===== config.mk =====
export PLATFORM = sky130hd
export DESIGN_NAME = matmul_sched
export DESIGN_NICKNAME = d
export VERILOG_FILES = /design/src/rtl/matmul_sched.sv
export SDC_FILE = /design/constraint.sdc
export NUM_CORES = 1
export LEC_CHECK = 0
export CAP_MARGIN = 20
export CORE_ASPECT_RATIO = 1.5
export CORE_MARGIN = 4
export CORE_UTILIZATION = 45
export CTS_CLUSTER_DIAMETER = 120
export CTS_CLUSTER_SIZE = 10
export DETAILED_ROUTE_END_ITERATION = 7
export PLACE_DENSITY = 0.62
export SLEW_MARGIN = 20
export SYNTH_ARGS = -nofsm -noshare
export SYNTH_HDL_FRONTEND = slang
export SYNTH_SLANG_ARGS = --single-unit

===== constraint.sdc =====
create_clock -name clk -period 5.4 [get_ports clk]
set_clock_uncertainty 0.2 [all_clocks]
set_input_delay 1.35 -clock clk [delete_from_list [all_inputs] [get_ports clk]]
set_output_delay 1.35 -clock clk [all_outputs]
set_load 0.05 [all_outputs]

===== src/rtl/matmul_sched.sv =====
// matmul_sched: descriptor FIFO plus launch/complete sequencer in front of
// the matmul engine. One job runs at a time; its configuration is held on
// eng_* from launch to the next launch, and its run-time is reported with
// its ID through a valid/ready completion record.
//
// state | meaning
// ------+-----------------------------------------------------------------
// IDLE  | no job on the engine; pops the FIFO head when one is waiting
// RUN   | eng_go high, cycle counter running, watching for eng_ret rise
// CPL   | job finished but the completion slot is still occupied
module matmul_sched #(
  parameter int MEM_AW   = 16,
  parameter int DIM_BITS = 16,
  parameter int DEPTH    = 4,
  parameter int ID_W     = 8,
  parameter int CNT_W    = 32
) (
  input  logic                   clk,
  input  logic                   rst_n,
  input  logic                   job_vld,
  output logic                   job_rdy,
  input  logic [ID_W-1:0]        job_id,
  input  logic [MEM_AW-1:0]      job_abase,
  input  logic [MEM_AW-1:0]      job_bbase,
  input  logic [MEM_AW-1:0]      job_cbase,
  input  logic [DIM_BITS-1:0]    job_astride,
  input  logic [DIM_BITS-1:0]    job_bstride,
  input  logic [DIM_BITS-1:0]    job_cstride,
  input  logic [DIM_BITS-1:0]    job_arows,
  input  logic [DIM_BITS-1:0]    job_acols,
  input  logic [DIM_BITS-1:0]    job_bcols,
  output logic                   eng_go,
  input  logic                   eng_ret,
  output logic [MEM_AW-1:0]      eng_abase,
  output logic [MEM_AW-1:0]      eng_bbase,
  output logic [MEM_AW-1:0]      eng_cbase,
  output logic [DIM_BITS-1:0]    eng_astride,
  output logic [DIM_BITS-1:0]    eng_bstride,
  output logic [DIM_BITS-1:0]    eng_cstride,
  output logic [DIM_BITS-1:0]    eng_arows,
  output logic [DIM_BITS-1:0]    eng_acols,
  output logic [DIM_BITS-1:0]    eng_bcols,
  output logic                   done_vld,
  input  logic                   done_rdy,
  output logic [ID_W-1:0]        done_id,
  output logic [CNT_W-1:0]       done_cycles,
  output logic                   busy,
  output logic [$clog2(DEPTH):0] fifo_cnt
);

  localparam int AW = $clog2(DEPTH);
  localparam int CW = AW + 1;
  localparam int DW = ID_W + 3 * MEM_AW + 6 * DIM_BITS;

  typedef enum logic [1:0] {
    S_IDLE = 2'd0,
    S_RUN  = 2'd1,
    S_CPL  = 2'd2
  } state_t;

  logic [DW-1:0]       r_mem [DEPTH];
  logic [AW-1:0]       r_wptr;
  logic [AW-1:0]       r_rptr;
  logic [CW-1:0]       r_cnt;

  state_t              r_state;
  logic                r_ret_q;
  logic                r_go;
  logic [ID_W-1:0]     r_id;
  logic [CNT_W-1:0]    r_cyc;
  logic                r_done_vld;
  logic [ID_W-1:0]     r_done_id;
  logic [CNT_W-1:0]    r_done_cycles;
  logic [MEM_AW-1:0]   r_abase, r_bbase, r_cbase;
  logic [DIM_BITS-1:0] r_astride, r_bstride, r_cstride;
  logic [DIM_BITS-1:0] r_arows, r_acols, r_bcols;

  logic                w_push;
  logic                w_pop;
  logic                w_ret_rise;
  logic                w_done_free;
  logic [CNT_W-1:0]    w_cyc_inc;
  logic [DW-1:0]       w_din;
  logic [ID_W-1:0]     w_h_id;
  logic [MEM_AW-1:0]   w_h_abase, w_h_bbase, w_h_cbase;
  logic [DIM_BITS-1:0] w_h_astride, w_h_bstride, w_h_cstride;
  logic [DIM_BITS-1:0] w_h_arows, w_h_acols, w_h_bcols;

  // A full FIFO refuses a push even if the head leaves in the same cycle.
  assign job_rdy  = (r_cnt != CW'(DEPTH));
  assign w_push   = job_vld && job_rdy;
  assign w_pop    = (r_state == S_IDLE) && (r_cnt != '0);
  assign fifo_cnt = r_cnt;

  assign w_din = {job_id, job_abase, job_bbase, job_cbase,
                  job_astride, job_bstride, job_cstride,
                  job_arows, job_acols, job_bcols};

  assign {w_h_id, w_h_abase, w_h_bbase, w_h_cbase,
          w_h_astride, w_h_bstride, w_h_cstride,
          w_h_arows, w_h_acols, w_h_bcols} = r_mem[r_rptr];

  // The engine keeps ret high for two cycles, so only the first one counts.
  assign w_ret_rise  = eng_ret && !r_ret_q;
  assign w_done_free = !r_done_vld || done_rdy;
  assign w_cyc_inc   = (&r_cyc) ? r_cyc : r_cyc + CNT_W'(1);

  assign busy        = (r_state != S_IDLE);
  assign eng_go      = r_go;
  assign eng_abase   = r_abase;
  assign eng_bbase   = r_bbase;
  assign eng_cbase   = r_cbase;
  assign eng_astride = r_astride;
  assign eng_bstride = r_bstride;
  assign eng_cstride = r_cstride;
  assign eng_arows   = r_arows;
  assign eng_acols   = r_acols;
  assign eng_bcols   = r_bcols;
  assign done_vld    = r_done_vld;
  assign done_id     = r_done_id;
  assign done_cycles = r_done_cycles;

  // Descriptor storage; contents are don't-care until written, so no reset.
  always_ff @(posedge clk) begin
    if (w_push) r_mem[r_wptr] <= w_din;
  end

  // FIFO pointers and occupancy.
  always_ff @(posedge clk or negedge rst_n) begin
    if (!rst_n) begin
      r_wptr <= '0;
      r_rptr <= '0;
      r_cnt  <= '0;
    end else begin
      if (w_push) r_wptr <= r_wptr + AW'(1);
      if (w_pop)  r_rptr <= r_rptr + AW'(1);
      if (w_push && !w_pop)      r_cnt <= r_cnt + CW'(1);
      else if (!w_push && w_pop) r_cnt <= r_cnt - CW'(1);
    end
  end

  // Launch / run / completion sequencer with all outputs registered.
  always_ff @(posedge clk or negedge rst_n) begin
    if (!rst_n) begin
      r_state       <= S_IDLE;
      r_ret_q       <= 1'b0;
      r_go          <= 1'b0;
      r_id          <= '0;
      r_cyc         <= '0;
      r_done_vld    <= 1'b0;
      r_done_id     <= '0;
      r_done_cycles <= '0;
      r_abase       <= '0;
      r_bbase       <= '0;
      r_cbase       <= '0;
      r_astride     <= '0;
      r_bstride     <= '0;
      r_cstride     <= '0;
      r_arows       <= '0;
      r_acols       <= '0;
      r_bcols       <= '0;
    end else begin
      r_ret_q <= eng_ret;
      if (done_rdy) r_done_vld <= 1'b0;
      case (r_state)
        S_IDLE: begin
          if (w_pop) begin
            r_id      <= w_h_id;
            r_abase   <= w_h_abase;
            r_bbase   <= w_h_bbase;
            r_cbase   <= w_h_cbase;
            r_astride <= w_h_astride;
            r_bstride <= w_h_bstride;
            r_cstride <= w_h_cstride;
            r_arows   <= w_h_arows;
            r_acols   <= w_h_acols;
            r_bcols   <= w_h_bcols;
            r_go      <= 1'b1;
            r_cyc     <= CNT_W'(1);
            r_state   <= S_RUN;
          end
        end
        S_RUN: begin
          if (w_ret_rise) begin
            // Counter is frozen here so a parked record keeps its value.
            r_go <= 1'b0;
            if (w_done_free) begin
              r_done_id     <= r_id;
              r_done_cycles <= r_cyc;
              r_done_vld    <= 1'b1;
              r_state       <= S_IDLE;
            end else begin
              r_state <= S_CPL;
            end
          end else begin
            r_cyc <= w_cyc_inc;
          end
        end
        S_CPL: begin
          if (w_done_free) begin
            r_done_id     <= r_id;
            r_done_cycles <= r_cyc;
            r_done_vld    <= 1'b1;
            r_state       <= S_IDLE;
          end
        end
        default: r_state <= S_IDLE;
      endcase
    end
  end

endmodule


==> impl_metrics.csv <==
group,metric,value,unit
status,status,"complete, no violations",
global_routing,grt_pass1_vias,18170,
worst_hold_path,whs_path_depth,2,
setup_path,crit_top_cell,"inv_1",
synth,ys_async_sr_fraction,0.280,
synth,synth_most_common_cell,"edfxtp_1",
final_layout,fillers,5529,
synth,ys_ff_latch,844,
synth,syn_nets,1990,
drt,num_vias,17113,
drt,firstDrtPassIters,5,
synth,netlist_area,0.0317,mm²
worst_hold_path,hp-class,"reg -> reg",
setup_path,critPathTopFamily,"buffers and inverters",
setup_path,crit_fanout,4,
timing,slew_violations,0,
placed_design,routabilityCongestion,0.821,
timing,setup_viol,0,
power,p_per_area,615,mW/mm²
synth,netlist_instances,1823,
drt,wirelength,72900,µm
global_routing,grt_overflow,0,
final_layout,layout.nets,2367,
final_layout,largest_register_ffs,608,
final_layout,top_register,"r_mem",
clocking,cts_resized,0,
global_routing,grt_max_degree,155,
synth,synth_common_cells,"edfxtp_1, nand2_1, dfrtp_1",
synth,synth_largest_area_cell,"edfxtp_1",
final_layout,drive_gt1_frac,0.146,
setup_path,cp.depth,4,
die,initial_core_util,0.456,
setup_path,crit_type,"reg -> out",
setup_path,crit_slowest_cell,"clkdlybuf4s50_1",
synth,synthTopCellsByArea,"edfxtp_1, dfrtp_1, mux4_2",
timing,max_slew_margin,0.307,
setup_path,required,3.85,ns
synth,yosys_warnings,0,
die,core.rowCount,118,
clocking,cts-root-buf,"clkbuf_16",
drt,viasPerCell,5.36,
timing,worstMarginPinSlew,1.04,ns
drt,drt_iter0_drc,1171,
synth,synth_edf_count,608,
power,static-leakage-power,14.4,nW
setup_path,critical_path_arrival,2.43,ns
die,die_y,333,µm
synth,synth_cell_types,56,
die,die_area,0.0747,mm²
power,vdd_ir_drop_max,0.913,mV
clocking,clock_sinks,844,
timing,rsz0062_at_grt,"false",
timing,final-hold-violation-count,0,
setup_path,crit_path_end_kind,"output pin",
synth,synth_top_area_share,0.577,
clocking,insertion_delay,0.63,ns
die,die_x,225,µm
clocking,clk_pin_slew,0.06,ns
timing,fin_crit_sh,0.737,
die,io_pins,348,
final_layout,syn2layout_area_growth,23.4,%
clocking,cts_tree,"yes",
timing,max_freq,251,MHz
setup_path,cp_cell_sequence,"inv_1, ha_1, inv_1, clkdlybuf4s50_1",
drt,drc,0,
timing,period_needed,3.98,ns
clocking,cts_buffers,94,
global_routing,antenna_found_initial,19,
setup_path,cp_num_buf_inv,3,
setup_path,cpPeakStageDelay,0.86,ns
placed_design,io_buffers,347,
setup_path,worstRegToRegCells,7,
synth,seq_area_frac_synth,0.763,
clocking,post-cts-setup-buffers,0,
clocking,cts_hold_buf,0,
timing,holdWs,0.270,ns
synth,ys.flop_type,"edfxtp_1",
flow_run,drv_cap,0,
clocking,htree_levels,3,
timing,tns,0,ns
global_routing,groute.usage.overall,0.196,
clocking,clockBufferDepth,3,
drt,ant_nets,0,
drt,wire_per_inst,22.8,µm
placed_design,dp.final_hpwl,44300,µm
synth,syn_area_per_cell,17.4,µm²
die,core,0.0694,mm²
global_routing,grt_pass1_wl,112000,µm
setup_path,worstSetupStartpointType,"register",
==> worst reg2reg max path, stage by stage, from the launching register on <==
cell and delay (ns):
dfrtp_1 0.38, inv_1 0.12, ha_1 0.69, inv_1 0.43, nor3_2 0.71, buf_4 0.35, nand2_1 0.13, o31ai_1 0.23
==> where the power goes <==
| part | leakage (nW) | switching [mW] | internal, mW |
|---|---|---|---|
| clock | 1.29 | 2.41 | 3.32 |
| sequential | 8.55 | 0.840 | 8.70 |
| combinational | 4.54 | 5.57 | 3.17 |
==> kinds of logic (layout without fill, tap and decap cells) <==
logic type / Yosys count / count (layout) / share of synthesized area
flops: 844 / 844 / 0.763
simple gates: 605 / 605 / 0.0802
mux: 197 / 197 / 0.124
buf+inv: 100 / 553 / 0.0128
compound gates: 61 / 61 / 0.0138
fa+ha+maj: 10 / 10 / 0.00419
xor+xnor: 6 / 6 / 0.00166
other cells: 0 / 16 / 0
==> path summary, 6_finish.rpt <==
check / start / to / slack [ns]
setup / recovery: r_state[0] / busy / 1.42
hold / removal: eng_bcols[0] / eng_bcols[0] / 0.27
setup reg to reg: r_state[1] / r_cyc[12] / 2.10
hold reg to reg: eng_bcols[0] / eng_bcols[0] / 0.27
max in group asynchronous: rst_n / eng_bcols[3] / 3.52
min in group asynchronous: rst_n / eng_bstride[8] / 0.47
==> layout make-up <==
type,instances,area [µm²],share of cell area
Clock buffer,168,2670,0.0684
Antenna cell,16,40.0,0.00103
Tap cell,900,1130,0.0288
Inverter,11,46.3,0.00119
Timing Repair Buffer,370,3830,0.0980
Sequential cell,844,24200,0.619
Clock inverter,4,56.3,0.00144
Multi-Input combinational cell,879,7120,0.182
==> layout by cell type (no fill, tap or decap), drive strengths merged, types with 11 or more instances in the layout <==
| cell type | count |
|---|---|
| a31oi | 16 |
| diode | 16 |
| nand3 | 28 |
| nand4 | 14 |
| clkbuf | 168 |
| edfxtp | 608 |
| mux2 | 40 |
| and3 | 11 |
| nand2 | 489 |
| dfrtp | 236 |
| inv | 13 |
| nor2 | 16 |
| clkdlybuf4s50 | 346 |
| buf | 24 |
| mux4 | 152 |
==> per-stage QoR <==
| stage | utilization | instance area, µm² | instances | power, mW | worst slack, ns |
|---|---|---|---|---|---|
| 2_1_floorplan | - | 31700 | 1823 | 15.5 | 1.53 |
| 3_3_place_gp | 0.523 | 36300 | 3003 | 18.5 | 1.48 |
| 3_5_place_dp | 0.523 | 36300 | 3003 | 18.6 | 1.42 |
| 4_1_cts | 0.562 | 39000 | 3175 | 24.4 | 1.36 |
| 5_1_grt | 0.563 | 39000 | 3184 | 25.3 | 1.33 |
| 6_report | 0.563 | 39100 | 3192 | 24.0 | 1.42 |
==> per-layer routing <==
metal  track usage  routed length [µm]  up-vias
li1              -                   -     7631
met1         0.255               29600     8850
met2         0.325               36900      499
met3        0.0447                4250      127
met4        0.0721                2080        6
met5             0                  34        -
No activity file was read; power rests on OpenSTA's default activity.
